### config.mk
export PLATFORM = sky130hd
export DESIGN_NAME = spi_reg_bridge
export DESIGN_NICKNAME = d
export VERILOG_FILES = /design/src/rtl/spi_reg_bridge_pkg.sv /design/src/rtl/spi_reg_bridge_cs_sync.sv /design/src/rtl/spi_reg_bridge.sv
export SDC_FILE = /design/constraint.sdc
export NUM_CORES = 1
export LEC_CHECK = 0
export CAP_MARGIN = 10
export CORE_MARGIN = 1
export CORE_UTILIZATION = 46
export CTS_BUF_LIST = sky130_fd_sc_hd__clkbuf_2
export DETAILED_ROUTE_END_ITERATION = 7
export PLACE_DENSITY = 0.81
export REMOVE_ABC_BUFFERS = 1
export SLEW_MARGIN = 10
export SYNTH_ARGS = -nofsm -noshare
export SYNTH_HDL_FRONTEND = slang
export SYNTH_HIERARCHICAL = 1
export SYNTH_SLANG_ARGS = --single-unit
### constraint.sdc
create_clock -name clk -period 1.6 [get_ports clk]
set_input_delay 0.16 -clock clk [delete_from_list [all_inputs] [get_ports clk]]
set_output_delay 0.16 -clock clk [all_outputs]
set_load 0.005 [all_outputs]
### src/rtl/spi_reg_bridge_pkg.sv
// Shared types and constants for the SPI register bridge.
// Used by both builds of the bridge (SPI_REG_BRIDGE_AUTOINC_EN defined or undefined).
package spi_reg_bridge_pkg;

    typedef enum logic [2:0] {
        ST_IDLE   = 3'd0,
        ST_WR     = 3'd1,
        ST_RD_REQ = 3'd2,
        ST_RD_CAP = 3'd3,
        ST_RD     = 3'd4
    } state_t;

    localparam int         CMD_RD_BIT    = 7;
    localparam logic [7:0] IDLE_BYTE_DEF = 8'hA5;
    localparam logic       CS_DEASSERTED = 1'b1;

endpackage

### src/rtl/spi_reg_bridge_cs_sync.sv
// Two-flop synchroniser for the raw chip-select pin with rising-edge (frame end) detect.
// The flops reset to the deasserted level, so a reset never looks like a frame end.
module cs_sync
    import spi_reg_bridge_pkg::*;
(
    input  logic clk,
    input  logic rst,
    input  logic cs,
    output logic cs_rise
);

    logic cs_meta;
    logic cs_level;
    logic cs_prev;

    always_ff @(posedge clk) begin
        if (rst) begin
            cs_meta  <= CS_DEASSERTED;
            cs_level <= CS_DEASSERTED;
            cs_prev  <= CS_DEASSERTED;
        end else begin
            cs_meta  <= cs;
            cs_level <= cs_meta;
            cs_prev  <= cs_level;
        end
    end

    assign cs_rise = cs_level & ~cs_prev;

endmodule

### src/rtl/spi_reg_bridge.sv
// Byte-level command decoder turning SPI frames into register-port reads and writes.
// SPI_REG_BRIDGE_AUTOINC_EN: when defined the address advances after each data byte.
module spi_reg_bridge
    import spi_reg_bridge_pkg::*;
#(
    parameter int         ADDR_W    = 7,
    parameter logic [7:0] IDLE_BYTE = IDLE_BYTE_DEF
) (
    input  logic              clk,
    input  logic              rst,
    input  logic              cs,
    input  logic [7:0]        rxd_out,
    input  logic              rxd_flag,
    output logic [7:0]        txd_data,
    output logic [ADDR_W-1:0] reg_addr,
    output logic              reg_wr,
    output logic [7:0]        reg_wdata,
    output logic              reg_rd,
    input  logic [7:0]        reg_rdata,
    output logic              frame_err
);

    state_t            state;
    state_t            state_next;
    logic [7:0]        txd_next;
    logic [ADDR_W-1:0] addr_next;
    logic              wr_next;
    logic [7:0]        wdata_next;
    logic              rd_next;
    logic              err_next;
    logic              data_seen;
    logic              seen_next;
    logic              cs_rise;

    function automatic logic [ADDR_W-1:0] step_addr(input logic [ADDR_W-1:0] a);
`ifdef SPI_REG_BRIDGE_AUTOINC_EN
        return a + {{(ADDR_W-1){1'b0}}, 1'b1};
`else
        return a;
`endif
    endfunction

    cs_sync u_cs_sync (
        .clk     (clk),
        .rst     (rst),
        .cs      (cs),
        .cs_rise (cs_rise)
    );

    always_ff @(posedge clk) begin
        if (rst) begin
            state     <= ST_IDLE;
            txd_data  <= IDLE_BYTE;
            reg_addr  <= '0;
            reg_wr    <= 1'b0;
            reg_wdata <= 8'h00;
            reg_rd    <= 1'b0;
            frame_err <= 1'b0;
            data_seen <= 1'b0;
        end else begin
            state     <= state_next;
            txd_data  <= txd_next;
            reg_addr  <= addr_next;
            reg_wr    <= wr_next;
            reg_wdata <= wdata_next;
            reg_rd    <= rd_next;
            frame_err <= err_next;
            data_seen <= seen_next;
        end
    end

    always_comb begin
        state_next = state;
        txd_next   = txd_data;
        addr_next  = reg_addr;
        wr_next    = 1'b0;
        wdata_next = reg_wdata;
        rd_next    = 1'b0;
        err_next   = frame_err;
        seen_next  = data_seen;

        // The write address must stay put while reg_wr is high, so it advances one cycle later.
        if (reg_wr) begin
            addr_next = step_addr(reg_addr);
        end

        if (cs_rise) begin
            // Frame end outranks any byte arriving in the same cycle.
            state_next = ST_IDLE;
            txd_next   = IDLE_BYTE;
            seen_next  = 1'b0;
            if ((state == ST_WR || state == ST_RD) && !data_seen) begin
                err_next = 1'b1;
            end
        end else begin
            unique case (state)
                ST_IDLE: begin
                    if (rxd_flag) begin
                        addr_next = rxd_out[ADDR_W-1:0];
                        seen_next = 1'b0;
                        if (rxd_out[CMD_RD_BIT]) begin
                            state_next = ST_RD_REQ;
                            rd_next    = 1'b1;
                        end else begin
                            state_next = ST_WR;
                        end
                    end
                end
                ST_WR: begin
                    if (rxd_flag) begin
                        wr_next    = 1'b1;
                        wdata_next = rxd_out;
                        seen_next  = 1'b1;
                    end
                end
                ST_RD_REQ: begin
                    state_next = ST_RD_CAP;
                end
                ST_RD_CAP: begin
                    txd_next   = reg_rdata;
                    addr_next  = step_addr(reg_addr);
                    state_next = ST_RD;
                end
                ST_RD: begin
                    // The byte just shifted out is consumed; prefetch the next one.
                    if (rxd_flag) begin
                        seen_next  = 1'b1;
                        state_next = ST_RD_REQ;
                        rd_next    = 1'b1;
                    end
                end
                default: begin
                    state_next = ST_IDLE;
                end
            endcase
        end
    end

endmodule

After elaboration in Yosys (flattened, before gate mapping):

Cells that the tools add are included.
Widths: inputs -> output; s select.

* register bits after elaboration: 33
* bits of input ports: 20
* output and inout bits: 26
* word-level logic and storage cells: 46

* equality and inequality tests: 7
* multiplexer cells: 11
* bitwise gates (word level): 4
* reductions and logical operators: 13

Operator list (number)
* $pmux 3 s5: 1
* $reduce_and 3->1: 4
* $eq 3x2->1 const B: 2
* $mux 3: 2
* $mux 1: 5
* $ne 2x2->1 const B: 2
* $pmux 1 s2: 2
* $reduce_or 2->1: 2
* $eq 3x1->1 const B: 1
* $eq 3x3->1 const B: 1
* $logic_not 3->1: 1
* $not 1->1: 3
* $reduce_or 3->1: 1
* $mux 2: 1
* $ne 2x1->1 const B: 1
* $reduce_and 2->1: 1
* $reduce_bool 2->1: 1
* $and 1x1->1: 1
* $logic_and 1x1->1: 1
* $logic_not 1->1: 1
* $logic_or 1x1->1: 1

Longest topological paths before layout:

* word-level depth: 4
* depth in mapped cells: 5
* gate-level depth less buffers: 3

Modules after synthesis:

The synthesis kept the hierarchy.

By module, submodules not included
* spi_reg_bridge: times used 1, cells an instance 128, area each 1251.2 um2, sequential area each 600.6 um2
* cs_sync: times used 1, cells an instance 7, area each 85.1 um2, sequential area each 60.1 um2

Worst setup path after synthesis:

No wires, ideal clock.

* path kind: register to register
* from: register u_cs_sync.cs_level
* to: register state[0]
* library setup time: 0.115 ns
* data arrival time: 1.231 ns
* data required time: 1.485 ns
* path slack: 0.254 ns
* stages on the path, launching flop included: 5
* buffers on the path: 1
* clock period less this slack: 1.346 ns
* path through: dfxtp_1 -> nor2b_1 -> or2_2 -> buf_2 -> a2111oi_0

* word-level cells in the longest chain between the ends: 2

RTL lines
* from (decl): RTL line spi_reg_bridge_cs_sync.sv:13 `logic cs_level;`
* from (signal assigned): RTL line spi_reg_bridge_cs_sync.sv:23 `cs_level <= cs_meta;`
* $and 1x1->1: RTL line spi_reg_bridge_cs_sync.sv:28 `assign cs_rise = cs_level & ~cs_prev;`
* named net cs_rise: RTL line spi_reg_bridge.sv:33 `logic cs_rise;`
* $reduce_or 2->1 (no line)
* to (signal assigned): RTL line spi_reg_bridge.sv:61 `state <= state_next;`
* to (decl): RTL line spi_reg_bridge.sv:23 `state_t state;`

The timed path passes the listed nets, and every way through them passes these cells.
A chain may end at the register's enable or synchronous reset.

Final worst setup path:

Same ends and word-level chain as after synthesis.

==> report_table.html <==
<table>
<tr><th>Metric</th><th>Value</th></tr>
<tr><th colspan="2">Finish</th></tr>
<tr><td>Sequential Area</td><td>661 um^2</td></tr>
<tr><td>Final instance count without filler cells</td><td>215</td></tr>
<tr><td>Antenna fix cells</td><td>0</td></tr>
<tr><td>Fill cells</td><td>roughly 240</td></tr>
<tr><td>Post-route cell area</td><td>0.00185 mm^2</td></tr>
<tr><td>Layout-stage area growth over the synthesis result</td><td>38.3%</td></tr>
<tr><td>Fraction of layout instances using a drive strength above 1</td><td>0.0924</td></tr>
<tr><td>Most used cells in the layout excluding fill and tap cells</td><td>clkdlybuf4s50_1 (45), dfxtp_1 (33), nand2b_1 (23)</td></tr>
<tr><td>Multi-input gate area</td><td>619 um^2</td></tr>
<tr><td>Number of nets at the end of the flow</td><td>204</td></tr>
<tr><td>Commonest non-fill, non-tap cell in the layout</td><td>clkdlybuf4s50_1</td></tr>
<tr><th colspan="2">Place</th></tr>
<tr><td>Instance count after placement with tap cells included</td><td>roughly 210</td></tr>
<tr><td>Setup Slack @ Placement</td><td>-21.7 ps</td></tr>
<tr><td>Total half-perimeter wirelength after legalization and detailed placement</td><td>2.06 mm</td></tr>
<tr><td>Dpl cell area</td><td>between 0.0015 and 0.002 mm^2</td></tr>
<tr><td>Input/output buffers</td><td>45</td></tr>
<tr><td>Routability-driven placement congestion ratio</td><td>0.805</td></tr>
<tr><th colspan="2">Global route</th></tr>
<tr><td>Wire length of the first global-routing pass</td><td>just under 5 mm</td></tr>
<tr><td>Initial antenna violation count</td><td>0</td></tr>
<tr><td>Vias in the first global route</td><td>1,155</td></tr>
<tr><td>GRT Resource Usage Total</td><td>0.203</td></tr>
<tr><td>Maximum number of pins on one net before global-route repair</td><td>30</td></tr>
<tr><td>Gr ovfl total</td><td>0</td></tr>
<tr><th colspan="2">Yosys</th></tr>
<tr><td>Biggest area contributors in the synthesized netlist</td><td>dfxtp_1 (49%), mux2i_1 (11%), nand2b_1 (11%), nand2_1 (4.8%), a21oi_1 (1.9%)</td></tr>
<tr><td>Number of warnings issued by yosys</td><td>6</td></tr>
<tr><td>Post-Synthesis Mean Instance Area</td><td>9.90 um^2</td></tr>
<tr><td>Main flop type after synthesis</td><td>dfxtp_1</td></tr>
<tr><td>Sequential element share of the synthesized area</td><td>0.494</td></tr>
<tr><td>Proportion of synthesized flip-flops having asynchronous set or reset</td><td>0</td></tr>
<tr><td>Netlist cell types</td><td>30</td></tr>
<tr><td>Flip-flop and latch count after synthesis</td><td>33</td></tr>
<tr><td>Synth top area share</td><td>0.494</td></tr>
<tr><td>Number of enable flip-flop cells after synthesis</td><td>0</td></tr>
<tr><td>Post-Synthesis Cells</td><td>135</td></tr>
<tr><td>Cell Area, Synth</td><td>~0.0013 mm^2</td></tr>
<tr><td>Area leader, netlist</td><td>dfxtp_1</td></tr>
<tr><th colspan="2">STA</th></tr>
<tr><td>Final setup violation count</td><td>0</td></tr>
<tr><td>Final setup margin</td><td>182 ps</td></tr>
<tr><td>Post-layout min period</td><td>1420 ps</td></tr>
<tr><td>Portion of the clock cycle consumed by the worst path in the final layout</td><td>0.886</td></tr>
<tr><td>Tightest slew margin relative to the limit</td><td>0.632</td></tr>
<tr><td>Setup Total Neg Slack</td><td>0 ps</td></tr>
<tr><td>Fmax</td><td>a little over 0.7 GHz</td></tr>
<tr><td>Count of endpoints failing hold in the final timing report</td><td>0</td></tr>
<tr><td>RSZ-0062 raised after global routing</td><td>no</td></tr>
<tr><td>Worst Max-Slew Pin Slew</td><td>roughly 550 ps</td></tr>
<tr><td>Clock skew</td><td>10.3 ps</td></tr>
<tr><td>Count of pins over their slew limit</td><td>0</td></tr>
<tr><th colspan="2">Pwr</th></tr>
<tr><td>Cell leakage power</td><td>0.000725 uW</td></tr>
<tr><td>Power per Cell Area</td><td>817 mW/mm^2</td></tr>
<tr><td>Maximum vdd ir drop</td><td>0.591 mV</td></tr>
<tr><td>Total power consumption of the routed design</td><td>~1500 uW</td></tr>
<tr><th colspan="2">Clock network</th></tr>
<tr><td>Largest buffer count on any clock path</td><td>2</td></tr>
<tr><td>Post-CTS resize count</td><td>0</td></tr>
<tr><td>Clock latency on the worst-skew pair</td><td>360 ps</td></tr>
<tr><td>Number of CTS-inserted buffers</td><td>5</td></tr>
<tr><td>Sinks on the clock net</td><td>33</td></tr>
<tr><td>CTS tree</td><td>done</td></tr>
<tr><td>Post-CTS Hold Buffers</td><td>0</td></tr>
<tr><td>Clock tree root driver cell</td><td>clkbuf_2</td></tr>
<tr><td>Total setup buffers inserted after CTS</td><td>0</td></tr>
<tr><td>H-tree depth</td><td>2</td></tr>
<tr><td>Clock transition at the register clock pins on the worst setup and hold paths after CTS</td><td>around 160 ps</td></tr>
<tr><th colspan="2">Floorplan</th></tr>
<tr><td>Ports placed on the boundary</td><td>between 40 and 50</td></tr>
<tr><td>Effective utilization at floorplan</td><td>0.485</td></tr>
<tr><td>Width of the chip</td><td>around 56 um</td></tr>
<tr><td>Y dimension of the die</td><td>55.9 um</td></tr>
<tr><td>Core area</td><td>roughly 0.0028 mm^2</td></tr>
<tr><td>Number of standard-cell rows in the floorplan</td><td>19</td></tr>
<tr><td>Die ar.</td><td>0.00312 mm^2</td></tr>
<tr><th colspan="2">Setup path</th></tr>
<tr><td>Maximum net fanout on the critical path</td><td>9</td></tr>
<tr><td>Critical Path Source Type</td><td>register</td></tr>
<tr><td>Worst Setup End Kind</td><td>register</td></tr>
<tr><td>Data required time of the worst path</td><td>between 1500 and 2000 ps</td></tr>
<tr><td>Critical path type</td><td>reg -&gt; reg</td></tr>
<tr><td>CP arrival</td><td>1670 ps</td></tr>
<tr><td>Worst R2R Setup Slack</td><td>180 ps</td></tr>
<tr><td>Crit path cell chain</td><td>nor2b_1, or2_2, a2111oi_0</td></tr>
<tr><td>Cell with the largest stage delay on the worst path</td><td>or2_2</td></tr>
<tr><td>CP max stage delay</td><td>around 400 ps</td></tr>
<tr><th colspan="2">Drt</th></tr>
<tr><td>Number of nets still failing antenna checks after routing</td><td>0</td></tr>
<tr><td>Average wire per standard cell</td><td>12.9 um</td></tr>
<tr><td>Initial drt markers</td><td>39</td></tr>
<tr><td>Number of DRC violations after detailed routing</td><td>0</td></tr>
<tr><td>Total wirelength of the detailed-routed design</td><td>2.78 mm</td></tr>
<tr><td>Detailed-route vias per instance</td><td>5.13</td></tr>
<tr><td>Number of iterations in the first detailed-routing pass</td><td>4</td></tr>
<tr><td>Vias post-DR</td><td>1,102</td></tr>
<tr><th colspan="2">Worst hold path</th></tr>
<tr><td>Worst hold path class</td><td>in -&gt; reg</td></tr>
<tr><th colspan="2">Job</th></tr>
<tr><td>Maxcap violations</td><td>0</td></tr>
<tr><th colspan="2">Outcome</th></tr>
<tr><td>Status</td><td>finished clean</td></tr>
</table>
==> report_power, final <==
| group | switching, uW | leakage [uW] | internal, uW |
|---|---|---|---|
| clock network | 256 | 0.0000265 | 102 |
| logic | 94.6 | 0.000429 | 165 |
| registers | 29.7 | 0.000269 | 863 |
| total | 380 | 0.000725 | 1130 |
==> worst max-delay path, delay by kind of cell (launching register included) <==
kind | cells | cell delay [ps]
simple gates | 2 | 620
compound gates | 1 | 360
flops | 1 | 330
==> routing by layer <==
layer / vias to the layer above / wire, um / track usage
li1: 551 / - / -
met1: 505 / 1180 / 0.213
met2: 39 / 1340 / 0.351
met3: 7 / 229 / 0.0977
met4: 0 / 37 / 0.0767
met5: - / 0 / 0
==> state kept, by name, indices dropped and copies added, names as in the netlist <==
signal / cells
reg_addr: 7
frame_err: 1
state: 3
u_cs_sync/cs_prev: 1
data_seen: 1
reg_wr: 1
u_cs_sync/cs_level: 1
txd_data: 8
reg_wdata: 8
u_cs_sync/cs_meta: 1
reg_rd: 1
==> final timing paths <==
path,endpoint,startpoint,cells past startpoint
min,txd_data[1]$_SDFFE_PP0N_,reg_rdata[1],3
min reg2reg,u_cs_sync/cs_level$_SDFF_PP1_,u_cs_sync/cs_meta$_SDFF_PP1_,1
max reg2reg,state[0]$_SDFFE_PP0P_,u_cs_sync/cs_level$_SDFF_PP1_,3
max,state[0]$_SDFFE_PP0P_,u_cs_sync/cs_level$_SDFF_PP1_,3
==> final cells by class <==
| type | instances | area share |
|---|---|---|
| Sequential cell | 33 | 0.357 |
| Clock buffer | 6 | 0.0162 |
| Clock inverter | 1 | 0.00203 |
| Multi-Input combinational cell | 92 | 0.335 |
| Timing Repair Buffer | 50 | 0.264 |
| Tap cell | 31 | 0.0210 |
| Inverter | 2 | 0.00406 |
==> cells by family after synthesis <==
| family | Yosys count | share of synthesized area |
|---|---|---|
| AO/OA/AOI/OAI | 10 | 0.0440 |
| XOR/XNOR | 1 | 0.00656 |
| buffers and inverters | 10 | 0.0421 |
| AND/OR/NAND/NOR | 65 | 0.292 |
| multiplexers | 16 | 0.121 |
| flip-flops | 33 | 0.494 |
==> metrics by stage <==
stage	hold slack (ps)	util
after floorplan	232	-
after global placement	390	0.658
after detailed placement	409	0.658
after CTS	334	0.670
after global routing	309	0.670
final	348	0.670
==> Yosys cell counts, types with 2 or more instances <==
master     n
a21oi_1    5
nand2b_1  23
mux2i_1   15
clkbuf_1   3
dfxtp_1   33
nor3_1     3
nand3_1    4
buf_2      2
or2_1      3
a31oi_1    2
nor4_1     2
buf_6      2
nand2_1   17
inv_1      2
nor2_1     4
Power figures use the tool's default switching activity.
